==> config.mk <==
export PLATFORM = sky130hd
export DESIGN_NAME = alu_seq
export DESIGN_NICKNAME = d
export VERILOG_FILES = /design/src/rtl/alu_pkg.sv /design/src/rtl/alu_seq_divider.sv /design/src/rtl/alu_seq.sv
export SDC_FILE = /design/constraint.sdc
export NUM_CORES = 2
export LEC_CHECK = 0
export ABC_AREA = 1
export CAP_MARGIN = 20
export CORE_AREA = 2 2 396 398
export CTS_CLUSTER_SIZE = 10
export DETAILED_ROUTE_END_ITERATION = 10
export DIE_AREA = 0 0 398 400
export GPL_ROUTABILITY_DRIVEN = 0
export GPL_TIMING_DRIVEN = 0
export PLACE_DENSITY = 0.62
export SKIP_LAST_GASP = 1
export SLEW_MARGIN = 0
export SYNTH_ARGS = -nofsm -noshare
export SYNTH_HDL_FRONTEND = slang
export SYNTH_SLANG_ARGS = --single-unit
==> constraint.sdc <==
create_clock -name clk -period 11.1 [get_ports clk]
set_input_delay 1.665 -clock clk [delete_from_list [all_inputs] [get_ports clk]]
set_output_delay 1.665 -clock clk [all_outputs]
set_load 0.02 [all_outputs]
==> src/rtl/alu_pkg.sv <==
// Shared definitions for the sequential ALU: opcodes, FSM state encoding,
// and the fixed results for divide-by-zero and signed overflow.
package alu_pkg;

  // Opcode map; 0-8 are the original combinational ALU operations.
  localparam logic [3:0] OP_OR      = 4'd0;
  localparam logic [3:0] OP_AND     = 4'd1;
  localparam logic [3:0] OP_XOR     = 4'd2;
  localparam logic [3:0] OP_ADD     = 4'd3;
  localparam logic [3:0] OP_SUB     = 4'd4;
  localparam logic [3:0] OP_SHL     = 4'd5;
  localparam logic [3:0] OP_SHR     = 4'd6;
  localparam logic [3:0] OP_MULT    = 4'd7;
  localparam logic [3:0] OP_NOTA    = 4'd8;
  localparam logic [3:0] OP_SHIFTRS = 4'd9;
  localparam logic [3:0] OP_DIV     = 4'd10;
  localparam logic [3:0] OP_MOD     = 4'd11;
  localparam logic [3:0] OP_MULTH   = 4'd12;

  // FSM state encoding; DIV and FIX are only reachable with the divider built in.
  typedef enum logic [1:0] {
    ST_IDLE = 2'd0,
    ST_DIV  = 2'd1,
    ST_FIX  = 2'd2
  } state_t;

  // Widest operand the constant helpers below can describe.
  localparam int MAX_W = 128;

  // Quotient returned for a zero divisor: all ones in the low w bits.
  function automatic logic [MAX_W-1:0] div0_quot(input int w);
    return {MAX_W{1'b1}} >> (MAX_W - w);
  endfunction

  // Most negative w-bit value; also the quotient for (most negative) / -1.
  function automatic logic [MAX_W-1:0] ovf_quot(input int w);
    return {{(MAX_W-1){1'b0}}, 1'b1} << (w - 1);
  endfunction

endpackage

==> src/rtl/alu_seq_divider.sv <==
// Iterative unsigned restoring divider: one quotient bit per clock, MSB
// first, WIDTH cycles after i_start. o_done is high during the cycle whose
// closing edge produces the last bit; quotient/remainder are final from the
// following cycle and hold until the next i_start.
module alu_seq_divider
  import alu_pkg::*;
#(
  parameter int WIDTH = 32
) (
  input  logic             clk,
  input  logic             reset,
  input  logic             i_start,
  input  logic [WIDTH-1:0] i_dividend,
  input  logic [WIDTH-1:0] i_divisor,
  output logic [WIDTH-1:0] o_quotient,
  output logic [WIDTH-1:0] o_remainder,
  output logic             o_done
);

  localparam int CNT_W = $clog2(WIDTH) + 1;

  logic [CNT_W-1:0] r_count;
  logic [WIDTH-1:0] r_q;
  logic [WIDTH-1:0] r_rem;
  logic [WIDTH-1:0] r_dvs;

  logic [WIDTH:0]   w_shift;
  logic [WIDTH:0]   w_trial;
  logic             w_fits;

  // Partial remainder shifted left with the next dividend bit, then a trial
  // subtract; bit WIDTH of the difference is set when the divisor did not fit.
  assign w_shift = {r_rem, r_q[WIDTH-1]};
  assign w_trial = w_shift - {1'b0, r_dvs};
  assign w_fits  = ~w_trial[WIDTH];

  // Load operands on start, then shift one quotient bit into r_q per cycle.
  always_ff @(posedge clk) begin
    if (reset) begin
      r_count <= '0;
      r_q     <= '0;
      r_rem   <= '0;
      r_dvs   <= '0;
    end else if (i_start) begin
      r_count <= CNT_W'(WIDTH);
      r_q     <= i_dividend;
      r_rem   <= '0;
      r_dvs   <= i_divisor;
    end else if (r_count != '0) begin
      r_q     <= {r_q[WIDTH-2:0], w_fits};
      r_rem   <= w_fits ? w_trial[WIDTH-1:0] : w_shift[WIDTH-1:0];
      r_count <= r_count - 1'b1;
    end
  end

  assign o_quotient  = r_q;
  assign o_remainder = r_rem;
  assign o_done      = (r_count == CNT_W'(1));

endmodule

==> src/rtl/alu_seq.sv <==
// Registered ALU with start/busy/done handshake. Single-cycle operations
// complete one cycle after start; DIV/MOD run on an iterative divider and
// complete WIDTH+2 cycles after start. The divider and its DIV/FIX states
// are only built when ALU_SEQ_DIVIDER_EN is defined; otherwise DIV/MOD are
// single-cycle and return 0, and busy is tied low.
//
// Handshake: start is sampled at a rising edge only while the FSM is IDLE
// (busy=0) and is otherwise dropped; operands need to be valid only in that
// cycle. done is a one-cycle pulse; y/bga/bea change only together with done
// and hold until the next done. A start in the done cycle is accepted.
module alu_seq
  import alu_pkg::*;
#(
  parameter int WIDTH   = 32,
  parameter int SHAMT_W = 6
) (
  input  logic             clk,
  input  logic             reset,
  input  logic             start,
  input  logic [WIDTH-1:0] a,
  input  logic [WIDTH-1:0] b,
  input  logic [3:0]       opcode,
  input  logic             sig,
  input  logic             skip,
  output logic             busy,
  output logic             done,
  output logic [WIDTH-1:0] y,
  output logic             bga,
  output logic             bea,
  output state_t           dbg_state
);

  state_t             r_state;
  logic               r_done;
  logic [WIDTH-1:0]   r_y;
  logic               r_bga;
  logic               r_bea;

  logic [SHAMT_W-1:0] w_shamt;
  logic [2*WIDTH-1:0] w_ax;
  logic [2*WIDTH-1:0] w_bx;
  logic [2*WIDTH-1:0] w_prod;
  logic [WIDTH-1:0]   w_alu;
  logic               w_bga;
  logic               w_bea;

  assign w_shamt = b[SHAMT_W-1:0];

  // Operands extended to 2*WIDTH so one multiplier serves MULT and both
  // MULTH flavours; the low half is the same either way.
  assign w_ax   = sig ? {{WIDTH{a[WIDTH-1]}}, a} : {{WIDTH{1'b0}}, a};
  assign w_bx   = sig ? {{WIDTH{b[WIDTH-1]}}, b} : {{WIDTH{1'b0}}, b};
  assign w_prod = w_ax * w_bx;

  assign w_bga = sig ? ($signed(b) > $signed(a)) : (b > a);
  assign w_bea = (b == a);

  // Single-cycle result; shift amounts >= WIDTH fall out of the shift
  // operators as 0 (or sign fill for the arithmetic shift).
  always_comb begin
    w_alu = '0;
    case (opcode)
      OP_OR:      w_alu = a | b;
      OP_AND:     w_alu = a & b;
      OP_XOR:     w_alu = a ^ b;
      OP_ADD:     w_alu = a + b;
      OP_SUB:     w_alu = a - b;
      OP_SHL:     w_alu = a << w_shamt;
      OP_SHR:     w_alu = a >> w_shamt;
      OP_MULT:    w_alu = w_prod[WIDTH-1:0];
      OP_NOTA:    w_alu = ~a;
      OP_SHIFTRS: w_alu = $signed(a) >>> w_shamt;
      OP_MULTH:   w_alu = w_prod[2*WIDTH-1:WIDTH];
      default:    w_alu = '0;
    endcase
  end

`ifdef ALU_SEQ_DIVIDER_EN
  localparam logic [WIDTH-1:0] C_DIV0_Q = WIDTH'(div0_quot(WIDTH));
  localparam logic [WIDTH-1:0] C_MIN    = WIDTH'(ovf_quot(WIDTH));

  logic               r_busy;
  logic               r_is_mod;
  logic               r_neg_q;
  logic               r_neg_r;
  logic               r_div0;
  logic               r_ovf;
  logic [WIDTH-1:0]   r_a_lat;
  logic               r_bga_p;
  logic               r_bea_p;

  logic               w_div_req;
  logic               w_div_start;
  logic [WIDTH-1:0]   w_abs_a;
  logic [WIDTH-1:0]   w_abs_b;
  logic [WIDTH-1:0]   w_uq;
  logic [WIDTH-1:0]   w_ur;
  logic               w_div_done;
  logic [WIDTH-1:0]   w_fix_q;
  logic [WIDTH-1:0]   w_fix_r;

  assign w_div_req   = ~skip & ((opcode == OP_DIV) | (opcode == OP_MOD));
  assign w_div_start = start & (r_state == ST_IDLE) & w_div_req;
  assign w_abs_a     = (sig & a[WIDTH-1]) ? -a : a;
  assign w_abs_b     = (sig & b[WIDTH-1]) ? -b : b;

  alu_seq_divider #(
    .WIDTH(WIDTH)
  ) u_div (
    .clk         (clk),
    .reset       (reset),
    .i_start     (w_div_start),
    .i_dividend  (w_abs_a),
    .i_divisor   (w_abs_b),
    .o_quotient  (w_uq),
    .o_remainder (w_ur),
    .o_done      (w_div_done)
  );

  // Sign fix-up of the unsigned core result; zero divisor and the single
  // overflowing signed case return fixed values instead.
  assign w_fix_q = r_div0 ? C_DIV0_Q :
                   r_ovf  ? C_MIN    :
                   (r_neg_q ? -w_uq : w_uq);
  assign w_fix_r = r_div0 ? r_a_lat  :
                   r_ovf  ? '0       :
                   (r_neg_r ? -w_ur : w_ur);

  assign busy = r_busy;
`else
  assign busy = 1'b0;
`endif

  // Operation FSM: IDLE accepts work, DIV waits on the core, FIX writes back.
  always_ff @(posedge clk) begin
    if (reset) begin
      r_state <= ST_IDLE;
      r_done  <= 1'b0;
      r_y     <= '0;
      r_bga   <= 1'b0;
      r_bea   <= 1'b0;
`ifdef ALU_SEQ_DIVIDER_EN
      r_busy   <= 1'b0;
      r_is_mod <= 1'b0;
      r_neg_q  <= 1'b0;
      r_neg_r  <= 1'b0;
      r_div0   <= 1'b0;
      r_ovf    <= 1'b0;
      r_a_lat  <= '0;
      r_bga_p  <= 1'b0;
      r_bea_p  <= 1'b0;
`endif
    end else begin
      r_done <= 1'b0;
      case (r_state)
        ST_IDLE: begin
          if (start) begin
`ifdef ALU_SEQ_DIVIDER_EN
            if (w_div_req) begin
              r_is_mod <= (opcode == OP_MOD);
              r_neg_q  <= sig & (a[WIDTH-1] ^ b[WIDTH-1]);
              r_neg_r  <= sig & a[WIDTH-1];
              r_div0   <= (b == '0);
              r_ovf    <= sig & (a == C_MIN) & (b == '1);
              r_a_lat  <= a;
              r_bga_p  <= w_bga;
              r_bea_p  <= w_bea;
              r_busy   <= 1'b1;
              r_state  <= ST_DIV;
            end else
`endif
            begin
              r_y    <= skip ? b : w_alu;
              r_bga  <= w_bga;
              r_bea  <= w_bea;
              r_done <= 1'b1;
            end
          end
        end
`ifdef ALU_SEQ_DIVIDER_EN
        ST_DIV: begin
          if (w_div_done) r_state <= ST_FIX;
        end
        ST_FIX: begin
          r_y     <= r_is_mod ? w_fix_r : w_fix_q;
          r_bga   <= r_bga_p;
          r_bea   <= r_bea_p;
          r_done  <= 1'b1;
          r_busy  <= 1'b0;
          r_state <= ST_IDLE;
        end
`endif
        default: r_state <= ST_IDLE;
      endcase
    end
  end

  assign done      = r_done;
  assign y         = r_y;
  assign bga       = r_bga;
  assign bea       = r_bea;
  assign dbg_state = r_state;

endmodule
==> flow_summary.yaml <==
final_layout:
  nets: 10500
  layout.cells.most_common: "sky130_fd_sc_hd__inv_1"
  mostFrequentLayoutCells: "sky130_fd_sc_hd__inv_1, sky130_fd_sc_hd__nand2_1, sky130_fd_sc_hd__fa_1"
  post_route_cells_drive_above_1_share: 0.0662
  area_growth_pct: 9.20
  fin_cells: 10600
worst_setup_path:
  critical-path-max-stage-delay_ns: 0.73
  worst-path-max-fanout: 10
  critPathBufInv: 14
  reg2reg_from: "y[20]"
  setup.worst_path.start_class: "primary input"
  critical_path.reg2reg.endpoint: "y[20]"
  crit_family: "adder cells"
  critPathCaptureType: "flop"
  worst-r2r-setup-slack_ns: 10.18
  path_common_cell: "sky130_fd_sc_hd__inv_1"
  worst-setup-path-type: "primary input to flop"
  critical_path.startpoint: "a[18]"
  crit_arrival_ns: 11.32
  worst-endpoint-required_ns: 11.30
  worstRegToRegCells: 2
  crit_slowest_cell: "sky130_fd_sc_hd__dlygate4sd2_1"
sta:
  layout_setup_ws_ns: -0.0203
  fin_crit_sh: 1.00
  timing_hold_violations_final: 0
  rsz_0062_raised_after_global_routing: "yes"
  fin_worst_hold_slack_ns: 0.536
  timing.clock.skew_ns: 0
  final_critical_period_ns: 11.12
  slew-limit-headroom: 0.108
  timing.final.max_slew_violations: 0
  max_slew.worst_pin.slew_ns: 1.33
  highest_clock_rate_ghz: 0.0899
  setup_viol: 1
min_path:
  hold_path.class: "flop to flop"
  whs_endpoint: "y[6]"
  worstHoldStart: "y[6]"
  hold_depth: 2
drt:
  dr_wl_met3_um: 48700
  maxUsedRoutingLayer: "met5"
  route.vias.total: 59700
  first_pass_iters: 11
  wirelength_met1_um: 98100
  dr.first_iter.drc_count: 9022
  via_per_inst: 5.61
  post_drt_wl_per_cell_um: 27.2
  antenna_left: 0
  detailroute.wirelength.met2_um: 114000
  drc: 94
  totalWireLength_um: 290000
clocking:
  cts_htree_levels: 2
  clkTransAtPathRegs_ns: 0.06
  tritoncts: "built"
  clk_root_buffer_cell: "sky130_fd_sc_hd__clkbuf_16"
  worst_skew_pair.late_latency_ns: 0.31
  clk_path_buf_depth: 2
  numCtsBuffers: 5
  numClockSinks: 35
flow_run:
  cap_viol_max_count: 0
die:
  io-pin-count: 111
  die_y_um: 400
  initial_utilization: 0.398
  coreArea_um2: 155000
  die_outline_area_um2: 159000
  die_w_um: 398
  rows: 145
grt:
  grt.overflow.total: 0
  number_of_antenna_violations_at_the_first_check_in_global_routing: 20
  wire_length_of_the_first_global_routing_pass_um: 415000
  grt_pass1_vias: 60500
  overall_fraction_of_global_route_tracks_in_use: 0.367
  grt_start_max_net_pins: 22
logic_synthesis:
  async_flop_share: 0
  ys_ff_latch: 35
  post_synth_instance_area_um2: 61700
  yosys_warnings: 0
  yosys_most_used_dff: "sky130_fd_sc_hd__dfxtp_1"
  syn-instance-count: 8383
  synth_edf_count: 0
  ys_seq_area_frac: 0.0114
  synth_cell_types: 57
  avgSynthCellArea_um2: 7.36
run_status:
  failed_checks: "design-rule violations, negative setup slack"
  run_status: "finished, violations left"
placement:
  placed_cells_incl_taps: 10600
  place.port_buffers: 105
  dpl_worst_slack_ns: -2.75
  detailed_place_hpwl_um: 250000
timing repair:
action | in CTS | in global routing
pin swaps | 3 | 5
setup endpoints to repair | 32 | 32
hold buffers | 0 | 0
buffers inserted | 21 | 29
cloned | 0 | 1
gates resized for setup | 329 | 398
cells in the mapped netlist, types with 12 or more instances:
master / number / area share
sky130_fd_sc_hd__o211ai_1: 25 / 0.0030
sky130_fd_sc_hd__a21o_1: 12 / 0.0015
sky130_fd_sc_hd__o21ai_1: 51 / 0.0041
sky130_fd_sc_hd__nand4_1: 41 / 0.0042
sky130_fd_sc_hd__or2_2: 27 / 0.0027
sky130_fd_sc_hd__nand2_1: 1829 / 0.11
sky130_fd_sc_hd__buf_2: 59 / 0.0048
sky130_fd_sc_hd__o21bai_1: 19 / 0.0023
sky130_fd_sc_hd__nand3b_1: 15 / 0.0018
sky130_fd_sc_hd__clkbuf_1: 267 / 0.016
sky130_fd_sc_hd__fa_1: 1421 / 0.46
sky130_fd_sc_hd__o2111ai_1: 16 / 0.0023
sky130_fd_sc_hd__nor3_1: 28 / 0.0023
sky130_fd_sc_hd__o21a_1: 15 / 0.0018
sky130_fd_sc_hd__dfxtp_1: 35 / 0.011
sky130_fd_sc_hd__xor2_1: 19 / 0.0027
sky130_fd_sc_hd__o21ai_2: 15 / 0.0021
sky130_fd_sc_hd__inv_1: 2514 / 0.15
sky130_fd_sc_hd__buf_1: 25 / 0.0015
sky130_fd_sc_hd__o22ai_1: 19 / 0.0019
sky130_fd_sc_hd__o21ai_0: 309 / 0.025
sky130_fd_sc_hd__nand3_1: 258 / 0.021
sky130_fd_sc_hd__ha_1: 436 / 0.088
sky130_fd_sc_hd__nor2_1: 432 / 0.026
sky130_fd_sc_hd__a21oi_1: 352 / 0.029
how the worst max path moves through the flow:
| stage | end | depth (start not counted) | slack, ns |
|---|---|---|---|
| floorplan | y[30] | 33 | 0.86 |
| global placement | y[30] | 31 | -2.73 |
| detailed placement | y[30] | 31 | -2.75 |
| CTS | y[30] | 31 | -0.04 |
| global route | y[8] | 37 | -0.06 |
| finish | y[30] | 39 | -0.02 |
kinds of logic (layout without fill, tap and decap cells):
logic type,after synthesis,count (layout),synth area share
other cells,1,16,0.0000608
fa+ha+maj,1857,1857,0.550
xor+xnor,30,30,0.00426
mux,12,12,0.00215
flops,35,35,0.0114
buf+inv,2891,3066,0.179
simple gates,2663,2663,0.173
compound gates,894,894,0.0807
stage by stage:
stage / util / TNS, ns / cell area, um^2
floorplan: - / 0 / 61700
global placement: 0.421 / -63.76 / 65300
detailed placement: 0.422 / -63.65 / 65500
CTS: 0.428 / -0.0381 / 66400
global route: 0.434 / -0.133 / 67300
finish: 0.434 / -0.0203 / 67300
worst reg2reg max path: stages (launching register included):
cell and delay (ns):
sky130_fd_sc_hd__dfxtp_1 0.59, sky130_fd_sc_hd__o21ai_0 0.14, sky130_fd_sc_hd__a21oi_1 0.14
state kept, by name, indices dropped and copies added, names as in the netlist:
name  count
bea       1
bga       1
done      1
y        32
metal layers:
layer,GRT usage,vias to the layer above
met5,0.00726,-
met4,0.268,22
met3,0.191,1387
met2,0.511,4761
met1,0.429,28900
li1,-,24600
layout make-up:
class	instances	area, um^2
Fill cell	15900	87800
Sequential cell	35	701
Inverter	2525	9560
Tap cell	2058	2570
Clock inverter	1	5.00
Clock buffer	6	139
Buffer	362	2150
Antenna cell	13	32.5
Multi-Input combinational cell	5459	50400
Timing Repair Buffer	172	1740
Power is left out: the tool's default activity adds up to more than one toggle a clock period on the data nets, which glitch-free logic cannot reach.
